$ cat config.mk
export PLATFORM = sky130hd
export DESIGN_NAME = fifo_tap_mac
export DESIGN_NICKNAME = d
export VERILOG_FILES = /design/src/rtl/fifo_tap_mac.sv
export SDC_FILE = /design/constraint.sdc
export NUM_CORES = 1
export LEC_CHECK = 0
export ABC_CLOCK_PERIOD_IN_PS = 7950
export CORE_ASPECT_RATIO = 1.5
export CORE_MARGIN = 1
export CORE_UTILIZATION = 55
export DETAILED_ROUTE_END_ITERATION = 8
export GPL_ROUTABILITY_DRIVEN = 0
export PLACE_DENSITY = 0.79
export SLEW_MARGIN = 20
export SYNTH_ARGS = -nofsm -noshare
export SYNTH_HDL_FRONTEND = slang
export SYNTH_SLANG_ARGS = --single-unit
$ cat constraint.sdc
create_clock -name clk -period 7.95 [get_ports clk]
set_clock_uncertainty 0.05 [all_clocks]
set_input_delay 1.59 -clock clk [delete_from_list [all_inputs] [get_ports clk]]
set_output_delay 1.59 -clock clk [all_outputs]
set_load 0.1 [all_outputs]
$ cat src/rtl/fifo_tap_mac.sv
// Snapshots the fifo tap line on a sample strobe and runs a sequential signed
// MAC against a coefficient set, one tap per clock, emitting one saturated sample.

module fifo_tap_mac_lane #(
   parameter int DATA_WIDTH = 18
) (
   input  logic                         clk,
   input  logic                         rst,
   input  logic                         load,
   input  logic signed [DATA_WIDTH-1:0] tap_d,
   input  logic signed [DATA_WIDTH-1:0] coef_d,
   output logic signed [DATA_WIDTH-1:0] tap_q,
   output logic signed [DATA_WIDTH-1:0] coef_q
);
   always_ff @(posedge clk or posedge rst) begin
      if (rst) begin
         tap_q  <= '0;
         coef_q <= '0;
      end else if (load) begin
         tap_q  <= tap_d;
         coef_q <= coef_d;
      end
   end
endmodule

module fifo_tap_mac #(
   parameter int FIFO_SIZE  = 4,
   parameter int DATA_WIDTH = 18
) (
   input  logic                         clk,
   input  logic                         rst,
   input  logic                         sample_valid,
   input  logic signed [DATA_WIDTH-1:0] taps  [0:FIFO_SIZE-1],
   input  logic signed [DATA_WIDTH-1:0] coefs [0:FIFO_SIZE-1],
   output logic signed [DATA_WIDTH-1:0] y,
   output logic                         y_valid,
   output logic                         busy,
   output logic                         overrun
);
   localparam int IW = $clog2(FIFO_SIZE);
   localparam int PW = 2 * DATA_WIDTH;
   localparam int AW = PW + $clog2(FIFO_SIZE);
   localparam logic signed [AW-1:0] Y_MAX = AW'((2 ** (DATA_WIDTH - 1)) - 1);
   localparam logic signed [AW-1:0] Y_MIN = ~Y_MAX;
   localparam logic [IW-1:0]        LAST  = IW'(FIFO_SIZE - 1);

   typedef enum logic [1:0] {IDLE, MAC, OUT} state_t;

   state_t                       state, next_state;
   logic        [IW-1:0]         idx;
   logic signed [AW-1:0]         acc;
   logic signed [AW-1:0]         acc_sh;
   logic signed [PW-1:0]         prod;
   logic signed [DATA_WIDTH-1:0] y_sat;
   logic signed [DATA_WIDTH-1:0] snap_tap  [0:FIFO_SIZE-1];
   logic signed [DATA_WIDTH-1:0] snap_coef [0:FIFO_SIZE-1];
   logic                         load;

   assign load = (state == IDLE) && sample_valid;

   // Snapshot isolates the running MAC from fifo shifts and coefficient updates.
   for (genvar g = 0; g < FIFO_SIZE; g++) begin : g_lane
      fifo_tap_mac_lane #(.DATA_WIDTH(DATA_WIDTH)) u_lane (
         .clk    (clk),
         .rst    (rst),
         .load   (load),
         .tap_d  (taps[g]),
         .coef_d (coefs[g]),
         .tap_q  (snap_tap[g]),
         .coef_q (snap_coef[g])
      );
   end

   always_comb begin
      prod   = snap_tap[idx] * snap_coef[idx];
      acc_sh = acc >>> (DATA_WIDTH - 1);
      if (acc_sh > Y_MAX)      y_sat = Y_MAX[DATA_WIDTH-1:0];
      else if (acc_sh < Y_MIN) y_sat = Y_MIN[DATA_WIDTH-1:0];
      else                     y_sat = acc_sh[DATA_WIDTH-1:0];
   end

   always_comb begin
      next_state = state;
      case (state)
         IDLE:    if (sample_valid) next_state = MAC;
         MAC:     if (idx == LAST)  next_state = OUT;
         OUT:     next_state = IDLE;
         default: next_state = IDLE;
      endcase
   end

   always_ff @(posedge clk or posedge rst) begin
      if (rst) state <= IDLE;
      else     state <= next_state;
   end

   always_ff @(posedge clk or posedge rst) begin
      if (rst) begin
         idx     <= '0;
         acc     <= '0;
         y       <= '0;
         y_valid <= 1'b0;
         busy    <= 1'b0;
         overrun <= 1'b0;
      end else begin
         y_valid <= 1'b0;
         overrun <= 1'b0;
         case (state)
            IDLE: if (sample_valid) begin
               acc  <= '0;
               idx  <= '0;
               busy <= 1'b1;
            end
            MAC: begin
               acc     <= acc + AW'(prod);
               idx     <= idx + IW'(1);
               overrun <= sample_valid;
            end
            OUT: begin
               y       <= y_sat;
               y_valid <= 1'b1;
               busy    <= 1'b0;
               overrun <= sample_valid;
            end
            default: ;
         endcase
      end
   end
endmodule
* Word level (Yosys, flattened, before mapping)
Index checks and enable logic that the tools add are counted.
** Storage, ports and cells
- Flip-flop bits (word level) :: 207
** Operators by class
- Add/subtract/negate cells :: 2
- Multipliers :: 1
- Order comparisons :: 3
- Eq/ne operators :: 5
- Muxes and demuxes :: 19
- Bitwise operators :: 1
- Reduce and logical (&&, ||, !) cells :: 8
** Operators with widths (number)
- two-way mux 18 bit :: 6
- case mux 38 bit (2 select lines) :: 1
- binary-select mux 18 bit (select 2 bit) :: 2
- adder 38 x 36 -> 38 bit :: 1
- two-way mux 38 bit :: 1
- multiplier 18 x 18 -> 36 bit :: 1
- greater-than comparator 21 x 18 -> 1 bit, second input constant :: 1
- less-than comparator 21 x 18 -> 1 bit, second input constant :: 1
- case mux 2 bit (2 select lines) :: 2
- two-way mux 2 bit :: 3
- AND reduction 2 bit :: 3
- == test 2 bit, second input constant :: 2
- != test 2 bit, second input constant :: 2
- nonzero test 2 bit :: 2
- >= comparator 3 bit, second input constant :: 1
- two-way mux 1 bit :: 3
- NOT 2 -> 3 bit :: 1
- adder 2 x 1 -> 2 bit, second input constant :: 1
- == test 2 x 1 -> 1 bit, second input constant :: 1
- zero test 2 bit :: 1
- case mux 1 bit (2 select lines) :: 1
- OR reduction 2 bit :: 1
- logical AND 1 bit :: 1

* Logic depth before layout (Yosys ltp)
- Depth after elaboration :: 7
- Gate-level depth with buffers :: 29
- Depth with buffers taken out :: 26

* Cells and area by module
From an unflattened synthesis, not the netlist that was laid out.
** Unflattened totals
- Cells, all modules :: 2158
- Area total of the unflattened synthesis :: 22778.1 µm²
** By module, submodules not included
- fifo_tap_mac :: times used 1, cells an instance 1850, area each 16802.4 µm², seq. area each 1576.5 µm²
- fifo_tap_mac_lane :: times used 4, cells an instance 77, area each 1493.9 µm², seq. area each 900.9 µm²

* Worst setup path after synthesis
OpenSTA, ideal clock, no wires.
- Path kind :: reg2reg
- Start point :: reg idx[1]
- End point :: reg acc[37]
- Library setup time :: 0.126 ns
- Data arrival time :: 7.503 ns
- Data required time :: 7.774 ns
- Setup slack :: 0.271 ns
- Cell stages (with the launch flop) :: 24
- Path buffers :: 2
- Period minus slack after synthesis :: 7.679 ns
- Cell sequence :: dfrtp_1 > buf_2 > buf_1 > mux4_2 > inv_1 > or2_2 > fa_1 > inv_1 > fa_1 > inv_1 > fa_1 > inv_1 > fa_1 > fa_1 > fa_1 > ha_1 > ha_1 > a21o_1 > o31a_1 > a31oi_1 > a21bo_2 > a221o_1 > nor4b_1 > a311o_1
** Between the ends
- Cells in the longest elaborated chain, start to end :: 7
** Ends and longest elaborated chain
- start, declared :: line 50 : logic [IW-1:0] idx;
- start signal, assigned :: line 116 : idx <= idx + IW'(1);
- NOT 2 -> 3 bit (not written as such) * :: line 75 : prod = snap_tap[idx] * snap_coef[idx];
- binary-select mux 18 bit (select 2 bit) :: line 75
- two-way mux 18 bit (not written as such) (2 in series) :: line 75
- multiplier 18 x 18 -> 36 bit * :: line 75
- adder 38 x 36 -> 38 bit * :: line 115 : acc <= acc + AW'(prod);
- case mux 38 bit (2 select lines) * :: line 108 : case (state)
- end signal, assigned :: line 115
- end, declared :: line 51 : logic signed [AW-1:0] acc;
Mark *: on every way between the ends. The rest lies on a longest branch, timed or not. The select of a mux whose other input is x is not followed.
A chain may end at the register's enable or synchronous reset.

* Worst setup path after layout
- Start point :: reg idx[1]
- End point :: reg acc[36]
The elaborated chain is that of the path after synthesis.

==> flow_results.xml <==
<?xml version="1.0" encoding="UTF-8"?>
<metrics>
  <group name="critical_path">
    <metric name="path_class" unit="">register to register</metric>
    <metric name="worstReg2RegEnd" unit="">acc[36]</metric>
    <metric name="worstReg2RegStart" unit="">idx[1]</metric>
    <metric name="timing.reg2reg.setup_slack" unit="ns">0.18</metric>
    <metric name="worst_ep_arrival_time" unit="ns">8.14</metric>
    <metric name="cp-end-kind" unit="">register</metric>
    <metric name="startpoint_type" unit="">register</metric>
    <metric name="path_cells" unit="">buf_4, buf_4, mux2_2, o21ai_0, buf_4, nor2_1, fa_1, inv_1, fa_1, fa_1, fa_1, inv_1, fa_1, fa_1, ha_1, ha_1, and2_1, a311oi_1, nand4_1, nand4_1, a21oi_1, o311ai_1, a211o_1, o211ai_1</metric>
    <metric name="crit_fanout" unit="">10</metric>
    <metric name="r2r.worst_path.cells" unit="">24</metric>
    <metric name="crit_path_top_delay_cell" unit="">sky130_fd_sc_hd__fa_1</metric>
    <metric name="cp_data_required_time" unit="ns">8.32</metric>
    <metric name="worst_path_largest_cell_delay" unit="ns">0.54</metric>
    <metric name="cp_common_cell" unit="">sky130_fd_sc_hd__fa_1</metric>
  </group>
  <group name="place">
    <metric name="placed_area" unit="µm²">24600</metric>
    <metric name="dp.final_hpwl" unit="mm">46.5</metric>
    <metric name="buffer_ports.inserted" unit="">167</metric>
  </group>
  <group name="clocking">
    <metric name="cts.sink_count" unit="">207</metric>
    <metric name="cts-htree-levels" unit="">1</metric>
    <metric name="cts_tree" unit="">done</metric>
    <metric name="clkSlewWorstSetupHoldPaths" unit="ns">0.06</metric>
    <metric name="worst_skew_pair.late_latency" unit="ns">0.56</metric>
    <metric name="cts_buffers" unit="">23</metric>
    <metric name="cts.root.buffer_cell" unit="">sky130_fd_sc_hd__clkbuf_16</metric>
    <metric name="hold_buffers" unit="">0</metric>
    <metric name="cts.path.max_buffers" unit="">3</metric>
  </group>
  <group name="route">
    <metric name="post_drt_via_cell_ratio" unit="">5.71</metric>
    <metric name="detailedRoute.firstPassIterationCount" unit="">5</metric>
    <metric name="drt.antenna.violating_nets" unit="">0</metric>
    <metric name="drt_drc_violations_left" unit="">0</metric>
    <metric name="vias_post_dr" unit="">16280</metric>
    <metric name="detailed_route_wire_length_per_cell" unit="µm">20.6</metric>
    <metric name="drt_first_iter_violations" unit="">1242</metric>
    <metric name="wl" unit="mm">58.6</metric>
  </group>
  <group name="synthesis">
    <metric name="syn-mean-instance-area" unit="µm²">10.3</metric>
    <metric name="yosysWarnings" unit="">0</metric>
    <metric name="syn_nets" unit="">2796</metric>
    <metric name="synth-compound-area-share" unit="">0.0594</metric>
    <metric name="yosys.area_share.xor_xnor" unit="">0.0127</metric>
    <metric name="yosysUniqueCellTypes" unit="">58</metric>
    <metric name="async_reset_ff_frac" unit="">1.00</metric>
    <metric name="dominantRegCellSynth" unit="">sky130_fd_sc_hd__dfrtp_1</metric>
    <metric name="synth_edf_count" unit="">0</metric>
    <metric name="synthesized_area_fraction_occupied_by_and_or_nand_nor_cells" unit="">0.0874</metric>
    <metric name="combinational_family_with_the_most_area_after_synthesis" unit="">adder cells</metric>
    <metric name="synth-adder-area-share" unit="">0.407</metric>
    <metric name="seq_area_frac_synth" unit="">0.234</metric>
    <metric name="postSynthRegisterBits" unit="">207</metric>
    <metric name="netlist_area" unit="µm²">22100</metric>
    <metric name="yosys-mux-area-fraction" unit="">0.109</metric>
    <metric name="syn_inst" unit="">2154</metric>
  </group>
  <group name="worst_hold_path">
    <metric name="worstHoldPathCells" unit="">2</metric>
    <metric name="hold_start" unit="">acc[35]</metric>
    <metric name="min_to" unit="">acc[35]</metric>
    <metric name="min_delay_worst_type" unit="">register to register</metric>
  </group>
  <group name="status">
    <metric name="outcome" unit="">completed</metric>
  </group>
  <group name="cells_and_area">
    <metric name="layout-drive-gt1-share" unit="">0.129</metric>
    <metric name="syn_to_final_growth" unit="%">15.4</metric>
    <metric name="nFillCells" unit="">2983</metric>
    <metric name="final_area" unit="µm²">25500</metric>
    <metric name="layout_commonest_cell" unit="">sky130_fd_sc_hd__inv_1</metric>
    <metric name="commonest_cells_after_routing_fill_and_taps_aside" unit="">sky130_fd_sc_hd__inv_1 (449), sky130_fd_sc_hd__fa_1 (374), sky130_fd_sc_hd__nor2_1 (219), sky130_fd_sc_hd__dfrtp_1 (205), sky130_fd_sc_hd__nand2_1 (204)</metric>
    <metric name="num-nets-final" unit="">2974</metric>
  </group>
  <group name="floorplanning">
    <metric name="number_of_standard_cell_rows_in_the_floorplan" unit="">89</metric>
    <metric name="io-pin-count" unit="">168</metric>
    <metric name="die_h" unit="µm">248</metric>
    <metric name="initial_standard_cell_utilization_of_the_core" unit="">0.559</metric>
    <metric name="fp.dieW" unit="µm">166</metric>
    <metric name="die_area" unit="µm²">41000</metric>
    <metric name="core-area" unit="µm²">39500</metric>
  </group>
  <group name="flow_run">
    <metric name="max-cap-violations" unit="">0</metric>
  </group>
  <group name="sta">
    <metric name="tightest_slew" unit="ns">1.24</metric>
    <metric name="maxClockFrequency" unit="GHz">0.129</metric>
    <metric name="timing_max_transition_violations_final" unit="">0</metric>
    <metric name="fin_crit" unit="ns">7.77</metric>
    <metric name="fin_crit_sh" unit="">0.977</metric>
    <metric name="finalHoldViolations" unit="">0</metric>
    <metric name="final-setup-viol-count" unit="">0</metric>
    <metric name="maxSlewHeadroom" unit="">0.173</metric>
  </group>
  <group name="global_route">
    <metric name="antenna_violations_before_repair" unit="">0</metric>
    <metric name="first_global_vias" unit="">18096</metric>
    <metric name="grtUsageTotal" unit="">0.294</metric>
    <metric name="grt_max_degree" unit="">78</metric>
    <metric name="overflow" unit="">0</metric>
    <metric name="grt_pass1_wl" unit="mm">91.7</metric>
  </group>
</metrics>
-- critical path: cells and delay by family, from the launching register on --
kind | cells | cell delay, ns
simple gates | 4 | 0.93
fa+ha+maj | 8 | 3.56
flops | 1 | 0.51
mux | 1 | 0.29
compound gates | 6 | 1.51
buf+inv | 5 | 0.78
-- what timing repair did --
item                                   in CTS  in global routing
endpoints found under the hold margin       0                  0
setup endpoints to repair                   0                 11
buffers inserted                            0                  8
gates resized for setup                     0                  9
-- worst max path at each step --
stage	endpoint	from	cells past startpoint	slack, ns
after CTS	acc[37]	idx[1]	20	0.09
after detailed placement	acc[37]	idx[1]	20	0.11
final	acc[36]	idx[1]	24	0.18
after global routing	acc[37]	idx[1]	26	-0.01
after global placement	acc[37]	idx[1]	20	0.24
after floorplan	acc[37]	idx[1]	23	0.27
-- sequential cells by signal, summed over array words and instances (netlist names) --
name                  flops
overrun                   1
y_valid                   1
idx                       2
g_lane.u_lane.coef_q     72
y                        18
state                     2
busy                      1
g_lane.u_lane.tap_q      72
acc                      38
-- cells in the mapped netlist, types with 3 or more instances --
library cell               number  area (µm²)
sky130_fd_sc_hd__nand2b_1       9        56.3
sky130_fd_sc_hd__mux4_2         7         158
sky130_fd_sc_hd__a21boi_0       3        22.5
sky130_fd_sc_hd__or3_1          3        18.8
sky130_fd_sc_hd__nor2b_1        5        31.3
sky130_fd_sc_hd__dfrtp_1      207        5180
sky130_fd_sc_hd__o211ai_1       3        22.5
sky130_fd_sc_hd__a22o_1         7        61.3
sky130_fd_sc_hd__inv_1        452        1700
sky130_fd_sc_hd__or2_2          5        31.3
sky130_fd_sc_hd__buf_1          6        22.5
sky130_fd_sc_hd__fa_1         375        7510
sky130_fd_sc_hd__o21a_1        21         158
sky130_fd_sc_hd__ha_1         120        1500
sky130_fd_sc_hd__o22ai_1       17         106
sky130_fd_sc_hd__nand2_1      205         769
sky130_fd_sc_hd__buf_2          4        20.0
sky130_fd_sc_hd__a21oi_1       26         130
sky130_fd_sc_hd__o31ai_1        7        52.6
sky130_fd_sc_hd__nor2_1       219         822
sky130_fd_sc_hd__nand3_1        8        40.0
sky130_fd_sc_hd__a21o_1        15         113
sky130_fd_sc_hd__clkbuf_1      65         244
sky130_fd_sc_hd__o21ai_0       37         185
sky130_fd_sc_hd__xor2_1        12         105
sky130_fd_sc_hd__a32o_1         4        40.0
sky130_fd_sc_hd__and2_1        11        68.8
sky130_fd_sc_hd__xnor2_1       20         175
sky130_fd_sc_hd__mux2_2       174        1960
sky130_fd_sc_hd__nor3_1         3        15.0
sky130_fd_sc_hd__and3_1         6        37.5
sky130_fd_sc_hd__o21ai_1       30         150
sky130_fd_sc_hd__nand4_1        3        18.8
sky130_fd_sc_hd__mux2i_1       30         300
sky130_fd_sc_hd__a31oi_1        6        37.5
-- per-layer routing --
metal / global-route usage / up-vias / part of all wire
met1: 0.290 / 8269 / 0.31
li1: - / 7008 / -
met3: 0.0513 / 300 / 0.062
met2: 0.537 / 703 / 0.54
met4: 0.253 / 0 / 0.091
met5: 0 / - / 0
-- through the flow --
stage               utilization  std cells  setup TNS, ns  hold slack, ns  worst slack [ns]
floorplan                     -       2154              0           0.399             0.271
global route              0.645       2848        -0.0127           0.466          -0.00999
CTS                       0.643       2840              0           0.440            0.0932
finish                    0.646       2849              0           0.438             0.180
detailed placement        0.623       2799              0           0.426             0.114
global placement          0.623       2799              0           0.415             0.243
-- cells by family (layout without fill, tap and decap cells) --
kind of cell,after synthesis,count (layout)
muxes,211,211
other,0,1
buffers and inverters,527,721
xor gates and xnor gates,32,32
AOI/OAI and AO/OA,202,202
adders and majority gates,495,495
DFF,207,207
and+or+nand+nor,480,480
-- cell type report --
cell class                 instances  area [µm²]  area share
multi-input combinational       1420       15000       0.587
sequential                       207        5180       0.203
timing repair buffer             228        2220      0.0872
inverter                         452        1710      0.0669
clock buffer                      31         646      0.0253
tap                              500         626      0.0245
clock inverter                    10         138     0.00539
antenna                            1        2.50   0.0000981
Power is not shown: default switching activity piles up to over one toggle a cycle in this logic, so the estimate is an artifact.
